===== src/rtl/alu_seq.sv =====
// ALU transfer initiator: loads operands A and B over a valid/ready handshake,
// then drives the ALU for one cycle and captures the bus result and carry.
module alu_seq #(
    parameter int WIDTH = 8
) (
    input  logic             clk,
    input  logic             rst_n,
    input  logic             seq_start,
    input  logic             seq_sub,
    input  logic             seq_abort,
    input  logic [WIDTH-1:0] seq_din,
    input  logic             seq_din_valid,
    output logic             seq_din_ready,
    output logic [WIDTH-1:0] seq_a,
    output logic [WIDTH-1:0] seq_b,
    output logic             seq_alu_out,
    output logic             seq_alu_cut,
    input  logic [WIDTH-1:0] seq_bus,
    input  logic             seq_alu_cy,
    output logic [WIDTH-1:0] seq_result,
    output logic             seq_cy,
    output logic             seq_zero,
    output logic             seq_busy,
    output logic             seq_done
);

    typedef enum logic [2:0] {
        IDLE,
        LOAD_A,
        LOAD_B,
        EXEC,
        DONE
    } state_t;

    state_t state, state_nx;
    logic   op_sub;
    logic   xfer;

    assign xfer = seq_din_valid & seq_din_ready;

    always_ff @(posedge clk) begin
        if (!rst_n) state <= IDLE;
        else        state <= state_nx;
    end

    // Abort overrides every transition, including acceptance of a new start.
    always_comb begin
        state_nx = state;
        if (seq_abort) begin
            state_nx = IDLE;
        end else begin
            case (state)
                IDLE:    if (seq_start) state_nx = LOAD_A;
                LOAD_A:  if (xfer)      state_nx = LOAD_B;
                LOAD_B:  if (xfer)      state_nx = EXEC;
                EXEC:                   state_nx = DONE;
                DONE:                   state_nx = IDLE;
                default:                state_nx = IDLE;
            endcase
        end
    end

    always_ff @(posedge clk) begin
        if (!rst_n) begin
            op_sub     <= 1'b0;
            seq_a      <= '0;
            seq_b      <= '0;
            seq_result <= '0;
            seq_cy     <= 1'b0;
            seq_zero   <= 1'b0;
        end else if (!seq_abort) begin
            case (state)
                IDLE:   if (seq_start) op_sub <= seq_sub;
                LOAD_A: if (xfer)      seq_a  <= seq_din;
                LOAD_B: if (xfer)      seq_b  <= seq_din;
                EXEC: begin
                    seq_result <= seq_bus;
                    seq_cy     <= seq_alu_cy;
                    seq_zero   <= (seq_bus == '0);
                end
                default: ;
            endcase
        end
    end

    assign seq_din_ready = (state == LOAD_A) || (state == LOAD_B);
    assign seq_alu_out   = (state == EXEC);
    assign seq_alu_cut   = (state == EXEC) && op_sub;
    assign seq_done      = (state == DONE);
    assign seq_busy      = (state != IDLE);

endmodule


===== config.mk =====
export PLATFORM = sky130hd
export DESIGN_NAME = alu_seq
export DESIGN_NICKNAME = d
export VERILOG_FILES = /design/src/rtl/alu_seq.sv
export SDC_FILE = /design/constraint.sdc
export NUM_CORES = 1
export LEC_CHECK = 0
export ABC_AREA = 1
export CAP_MARGIN = 5
export CORE_MARGIN = 4
export CORE_UTILIZATION = 30
export CTS_CLUSTER_DIAMETER = 200
export DETAILED_ROUTE_END_ITERATION = 7
export DONT_BUFFER_PORTS = 1
export GPL_TIMING_DRIVEN = 0
export SYNTH_ARGS = -nofsm -noshare
export SYNTH_HDL_FRONTEND = slang
export SYNTH_SLANG_ARGS = --single-unit

===== constraint.sdc =====
create_clock -name clk -period 2.31 [get_ports clk]
set_clock_uncertainty 0.2 [all_clocks]
set_input_delay 0.462 -clock clk [delete_from_list [all_inputs] [get_ports clk]]
set_output_delay 0.462 -clock clk [all_outputs]
set_load 0.02 [all_outputs]

==> out/qor.csv, run 1 <==
metric;value;unit
status;complete, no violations;
min_to;state[2]$_SDFFE_PP0P_;
die_h;70.95;um
cts-root-buf;clkbuf_8;
grt_pass1_wl;4830;um
netlist.area_leader.share;50.53;%
async_flop_share;0;%
cp_slowest_cell;dfxtp_1;
path_class;reg -> out;
antenna_found_initial;0;
seq_area_frac_synth;50.53;%
place_area;1249;sq um
rows;22;
ys.warnings.count;0;
ys_ff_latch;30;
cts.sinks;30;
setup_violations;0;
relSlewSlack;56.63;%
coreArea;3744;sq um
r2r-end;op_sub$_SDFFE_PN0P_;
wire_per_inst;13.47;um
initial_core_util;31.75;%
rrSetupSlack;0.69;ns
period_share;83.48;%
syn_inst;159;
nets;189;
design_area;1340;sq um
htree_levels;2;
ant_nets;0;
clk_pin_slew_worst_paths;0.06;ns
setup_tns;0;ns
synth_edf_count;0;
cpPeakStageDelay;0.48;ns
portBuffers;0;
grt_max_degree;11;
syn_area_per_cell;7.476;sq um
synth_common_cells;nor2_1 (42), dfxtp_1 (30), inv_1 (20);
cp_cell_sequence;nand3_2 > nor2_1;
dr.pass1.iters;3;
p_per_area;758.7;nW/um^2
hold_viol_final;0;
via_per_inst;4.595;
syn_nets;182;
cts_buffers;5;
cts_tree;yes;
die_width;70.95;um
min_from;seq_abort;
rr_worst_depth;6;
cp.arrival;1.27;ns
p_leak;0.5470;nW
synth.most_common_cell;nor2_1;
cts_buffer_depth;2;
drv_slew;0;
worstSkewPairLatency;0.27;ns
rsz0062_at_grt;no;
io_pins;54;
vdd_drop_max;0.3004;mV
yosysTopAreaCell;dfxtp_1;
maxCapViolations;0;
dr.first_iter.drc_count;33;
hold_class;in -> reg;
postCtsSetupRepairBufs;0;
synth_cell_types;19;
syn_area;1189;sq um
synth_flop_cell;dfxtp_1;
hold_buffers;0;
diodes;0;
r2r_start;state[0]$_SDFFE_PP0P_;
fin_crit;1.928;ns
place.gp.congestion;0.7408;
synthTopCellsByArea;dfxtp_1 (51%), nor2_1 (13%), o21ai_0 (6.7%), inv_1 (6.3%), a21oi_1 (4.2%);
drc;0;
critPathLaunchType;flop;
clock.fmax;0.5185;GHz
worstPathMaxFanout;7;
routed_wl;2897;um
endpoint_kind;primary output;
whs_path_depth;1;
tightest_slew;0.6455;ns
dp_hpwl;2208;um
required;1.65;ns
grt.overflow.total;0;
grt_pass1_vias;1007;
syn2layout_area_growth;12.74;%
post_cts_resized;0;
die-area;5033;sq um
vias;988;
drive_gt1_share;9.581;%
grt.total_usage;12.07;%
[metal layers]
layer | track usage (%) | wire, um | vias up
met5 | 0 | 0 | -
met4 | 3.132 | 27 | 0
met3 | 5.966 | 317 | 4
met2 | 17.82 | 1289 | 35
met1 | 15.71 | 1263 | 429
li1 | - | - | 520
[worst max path at each step]
stage	slack, ns	to	cells past startpoint	from
CTS	0.35	seq_alu_cut	2	state[0]$_SDFFE_PP0P_
global route	0.30	seq_alu_cut	2	state[0]$_SDFFE_PP0P_
finish	0.38	seq_alu_cut	2	state[0]$_SDFFE_PP0P_
floorplan	0.76	seq_alu_cut	2	state[0]$_SDFFE_PP0P_
detailed placement	0.66	seq_alu_cut	2	state[0]$_SDFFE_PP0P_
global placement	0.67	seq_alu_cut	2	state[0]$_SDFFE_PP0P_
[metrics by stage]
| stage | power, mW | instances | util (%) | worst slack (ns) | hold WS, ns |
|---|---|---|---|---|---|
| after global routing | 1.074 | 215 | 35.80 | 0.3028 | 0.04494 |
| after global placement | 0.6018 | 207 | 33.36 | 0.6701 | 0.2736 |
| after detailed placement | 0.6026 | 207 | 33.36 | 0.6631 | 0.2863 |
| final | 1.017 | 215 | 35.80 | 0.3815 | 0.06154 |
| after CTS | 1.038 | 215 | 35.80 | 0.3547 | 0.04841 |
| after floorplan | 0.5914 | 159 | - | 0.7617 | 0.2550 |
[report_power, final]
group	total, mW	switching (mW)	internal [mW]
clock network	0.427	0.187	0.240
logic	0.0501	0.0333	0.0168
registers	0.540	0.0140	0.526
total	1.02	0.234	0.782
[cells by family (layout without fill, tap and decap cells)]
group,Yosys count,in the layout,synth area share (%)
flops,30,30,50.53
simple gates,67,67,25.16
compound gates,36,36,15.16
buf+inv,26,34,9.158
[sequential cells by signal (all words and copies together), names as in the netlist]
register	cells
seq_cy	1
seq_a	8
op_sub	1
seq_b	8
state	3
seq_result	8
seq_zero	1
[layout make-up]
class                   instances  area (sq um)
fillers                       433          2404
clock inverters                 1         5.005
clock buffers                   7         86.33
multi-input cells             103         479.2
well taps                      48         60.06
inverters                      22         82.58
plain buffers                   4         26.28
flip-flops and latches         30         600.6
[placed cells by master, fill, tap and decap left out]
master,Yosys,final
nor2_2,1,1
o21ai_0,16,16
nor3_1,3,3
a21oi_1,10,10
dfxtp_1,30,30
clkbuf_8,0,6
nand4_2,1,1
buf_4,1,1
nand3_2,2,2
nand3_1,4,4
clkbuf_1,1,2
inv_2,2,2
buf_1,1,1
inv_1,20,20
nand4_1,3,3
nand2_1,10,10
nor2_1,42,42
nor2_4,1,1
clkinv_2,0,1
o21ai_1,10,10
buf_6,1,1
[critical path: cells and delay by family (launching register included)]
family / cells / cell delay (ns)
AND/OR/NAND/NOR: 2 / 0.52
flip-flops: 1 / 0.48
No activity file was read; power rests on OpenSTA's default activity.
==> run 2, diff against run 1 <==
Clock period 2.31 ns to 1.8 ns, I/O delays scaled along.
==> run 2 against run 1 <==
Sequential cell count stayed put. Wire length rose by 1.6%. First-iteration DRC count is 21% lower. Die area did not move. Critical path depth grew 1. Critical path type unchanged. Largest power group unchanged.
==> out/qor.csv, run 2 (synthesized netlist as in run 1, its figures left out) <==
metric;value;unit
status;complete, no violations;
tightest_slew;0.4113;ns
cts.sinks;30;
grt.total_usage;12.28;%
worstSkewPairLatency;0.27;ns
portBuffers;0;
reg_top3;seq_a (8), seq_b (8), seq_result (8);
required;1.24;ns
p_switching;0.3020;mW
cp_cell_sequence;inv_1 > nand3_2 > inv_1;
fin_crit;1.728;ns
antenna_found_initial;0;
final_cell_mix;nor2_1 (41), dfxtp_1 (28), inv_1 (20);
layout.cells.non_filler;216;
drv_slew;0;
diodes;0;
drive_gt1_share;11.90;%
path_buf_inv;2;
worstPathMaxFanout;5;
cp_slowest_cell;dfxtp_1;
postCtsSetupRepairBufs;0;
crit_top_cell;inv_1;
pwr-share-seq;53.0;%
cts-root-buf;clkbuf_8;
dr.first_iter.drc_count;26;
endpoint_kind;primary output;
ant_nets;0;
die-area;5033;sq um
htree_levels;2;
initial_core_util;31.75;%
vias;1012;
dp_hpwl;2208;um
layout_commonest_cell;nor2_1;
clk_pin_slew_worst_paths;0.06;ns
cpPeakStageDelay;0.33;ns
hold_viol_final;0;
path_class;reg -> out;
coreArea;3744;sq um
n_fill_cell;427;
cts_buffers;5;
die_h;70.95;um
p_int;1.007;mW
io_pins;54;
dr.pass1.iters;3;
critPathLaunchType;flop;
vdd_drop_max;0.3847;mV
grt.overflow.total;0;
syn2layout_area_growth;15.26;%
combPwrFrac;5.2;%
drc;0;
rsz0062_at_grt;yes;
cp.arrival;1.17;ns
grt_max_degree;11;
grt_pass1_wl;4919;um
cts_buffer_depth;2;
hold_class;in -> reg;
cts_tree;yes;
grt_pass1_vias;1030;
clock.fmax;0.5789;GHz
rows;22;
p_sw_share;23.07;%
nets;190;
clockPowerShare;41.7;%
period_share;95.97;%
place.gp.congestion;0.7408;
cpLargestDelayFamily;buffers and inverters;
die_width;70.95;um
setup_violations;0;
p_per_area;955.2;nW/um^2
via_per_inst;4.685;
finalPower;1.309;mW
p_leak;0.5584;nW
routed_wl;2944;um
relSlewSlack;72.58;%
wire_per_inst;13.63;um
placed_cells;207;
maxCapViolations;0;
==> run 2: cell count changes in the layout (fill, tap and decap cells not counted), sizes merged <==
cell,previous run,this run
dlygate4sd3,0,1
==> run 2: metal layers <==
layer	wire length (um)	global-route usage, %	up-vias	part of all wire [%]
met3	315	5.966	4	11
met5	0	0	-	0
met2	1348	18.64	35	46
li1	-	-	523	-
met1	1254	15.63	450	43
met4	26	3.132	0	0.88
==> run 2: layout make-up <==
class	count	area, sq um	area share, %
Timing Repair Buffer	1	10.01	0.7306
Multi-Input combinational cell	103	496.7	36.26
Tap cell	48	60.06	4.384
Clock inverter	1	5.005	0.3653
Clock buffer	7	86.33	6.301
Buffer	4	26.28	1.918
Sequential cell	30	603.1	44.02
Inverter	22	82.58	6.027
==> run 2: per-stage QoR <==
step	util, %	TNS (ns)	instance area, sq um	hold WS (ns)	worst slack (ns)
after floorplan	-	0	1189	0.2393	0.3537
after global placement	33.36	0	1249	0.2409	0.2110
after detailed placement	33.36	0	1249	0.2434	0.1835
after CTS	36.43	0	1364	0.01372	0.03033
after global routing	36.60	-0.005817	1370	0.01591	-0.005817
final	36.60	0	1370	0.02349	0.07245
==> run 2: path summary, 6_finish.rpt <==
| path | from | to | slack [ns] | cells after the start |
|---|---|---|---|---|
| min | seq_bus[4] | seq_result[4]$_SDFFE_PN0P_ | 0.02 | 2 |
| max reg2reg | state[0]$_SDFFE_PP0P_ | op_sub$_SDFFE_PN0P_ | 0.31 | 6 |
| min reg2reg | op_sub$_SDFFE_PN0P_ | op_sub$_SDFFE_PN0P_ | 0.29 | 2 |
| max | state[2]$_SDFFE_PP0P_ | seq_alu_out | 0.07 | 3 |
==> run 2: what timing repair did <==
item | 4_1_cts | 5_1_grt
gates resized for setup | 4 | 2
setup endpoints to repair | 3 | 2
hold buffers | 1 | 0
hold endpoints to repair | 1 | 0
==> run 2: power by group through the flow <==
stage               Combinational, mW  Clock (mW)  Sequential [mW]
CTS                            0.0688       0.574            0.694
finish                         0.0682       0.546            0.694
global placement               0.0650           0            0.707
global route                   0.0805       0.608            0.695
detailed placement             0.0656           0            0.708
floorplan                      0.0538           0            0.705
==> run 3, diff against run 2 <==
Settings changed: CAP_MARGIN 5 to 20.
Clock period 1.8 ns to 2 ns, I/O delays scaled along.
==> run 3 against run 2 <==
Final cell count did not move. Global-route usage fell by 0.18 points. Clock power fell by 9.7%. Count of clock-buffer cells in the layout did not move. Register-to-register slack improved by 0.07 ns. Utilization fell by 0.53 points. Sequential power fell by 10%. First-iteration DRC count rose by 35%. Via count fell by 1.4%. Critical path depth fell by 1. Combinational power fell by 12%. Highest routed layer unchanged.
==> out/qor.csv, run 3 (synthesized netlist as in run 1, its figures left out) <==
metric;value;unit
vias;998;
die-area;5033;sq um
worstSkewPairLatency;0.27;ns
grt_pass1_wl;4843;um
r2r_start;state[0]$_SDFFE_PP0P_;
clockPowerShare;41.9;%
reg_top3;seq_a (8), seq_b (8), seq_result (8);
place.gp.congestion;0.7408;
dr.first_iter.drc_count;35;
period_share;93.12;%
clock.fmax;0.5369;GHz
htree_levels;2;
grt.total_usage;12.10;%
setup_violations;0;
whs_path_depth;2;
endpoint_kind;primary output;
maxCapViolations;0;
setup_tns;0;ns
cp.arrival;1.26;ns
syn2layout_area_growth;13.58;%
cts-root-buf;clkbuf_8;
drive_gt1_share;9.524;%
cp_cell_sequence;nand3_2 > nor2_1;
min_from;rst_n;
finalPower;1.176;mW
io_pins;54;
r2r-end;op_sub$_SDFFE_PN0P_;
cts_tree;yes;
required;1.40;ns
cpPeakStageDelay;0.48;ns
die_width;70.95;um
cts_buffer_depth;2;
path_class;reg -> out;
p_per_area;870.8;nW/um^2
place_area;1249;sq um
placed_cells;207;
p_leak;0.5512;nW
setup_slack;0.1376;ns
p_switching;0.2707;mW
min_to;seq_b[1]$_SDFFE_PN0P_;
grt_max_degree;11;
tightest_slew;0.6622;ns
fin_crit;1.862;ns
cp_slowest_cell;dfxtp_1;
ant_nets;0;
p_int;0.9049;mW
status;complete, no violations;
portBuffers;0;
vdd_drop_max;0.3460;mV
design_area;1350;sq um
dp_slack;0.3835;ns
initial_core_util;31.75;%
hold_viol_final;0;
relSlewSlack;55.52;%
critPathLaunch;state[0]$_SDFFE_PP0P_;
coreArea;3744;sq um
final_cell_mix;nor2_1 (42), dfxtp_1 (30), inv_1 (20);
layout.cells.non_filler;216;
diodes;0;
cts.sinks;30;
grt_pass1_vias;1014;
critPathLaunchType;flop;
rsz0062_at_grt;no;
layout_commonest_cell;nor2_1;
drc;0;
nets;190;
combPwrFrac;5.1;%
grt.overflow.total;0;
hold_class;in -> reg;
die_h;70.95;um
via_per_inst;4.620;
drv_slew;0;
dr.pass1.iters;3;
cts_buffers;5;
rows;22;
p_sw_share;23.03;%
dp_hpwl;2208;um
path_buf_inv;0;
rrSetupSlack;0.38;ns
clk_pin_slew_worst_paths;0.06;ns
antenna_found_initial;0;
rr_worst_depth;6;
cpLargestDelayFamily;simple AND/OR/NAND/NOR gates;
routed_wl;2915;um
pwr-share-seq;53.0;%
wire_per_inst;13.50;um
worstPathMaxFanout;7;
run 3: power groups by stage:
stage | clock network, mW | registers [mW] | logic (mW)
after floorplan | 0 | 0.635 | 0.0484
after global placement | 0 | 0.636 | 0.0585
after detailed placement | 0 | 0.637 | 0.0590
after CTS | 0.516 | 0.623 | 0.0609
after global routing | 0.547 | 0.624 | 0.0708
final | 0.493 | 0.623 | 0.0597
run 3: worst max-delay path by stage:
stage | to | cells past startpoint
5_1_grt | seq_alu_cut | 2
6_report | seq_alu_cut | 2
3_5_place_dp | op_sub$_SDFFE_PN0P_ | 6
4_1_cts | seq_alu_cut | 2
2_1_floorplan | seq_alu_cut | 2
3_3_place_gp | op_sub$_SDFFE_PN0P_ | 6
run 3: metrics by stage:
stage / hold WS, ns / util, %
global route: 0.05591 / 36.06
floorplan: 0.2550 / -
CTS: 0.05372 / 36.06
detailed placement: 0.2834 / 33.36
global placement: 0.2736 / 33.36
finish: 0.06278 / 36.06
run 3: layer usage:
| metal | vias up | global-route usage (%) | wire (um) |
|---|---|---|---|
| met2 | 35 | 18.02 | 1327 |
| met5 | - | 0 | 0 |
| met3 | 4 | 5.966 | 317 |
| met1 | 437 | 15.63 | 1244 |
| li1 | 522 | - | - |
| met4 | 0 | 3.132 | 27 |
run 3: layout make-up:
class	count	area, sq um
fill	432	2394
inverter	22	82.58
clock buffer	7	86.33
timing repair buffer	1	10.01
tap	48	60.06
sequential	30	600.6
multi-input combinational	103	479.2
clock inverter	1	5.005
buffer	4	26.28
run 3: what timing repair did:
item | 4_1_cts | 5_1_grt
buffers inserted | 0 | 0
endpoints found under the hold margin | 1 | 0
hold buffers | 1 | 0
resized for setup | 0 | 0
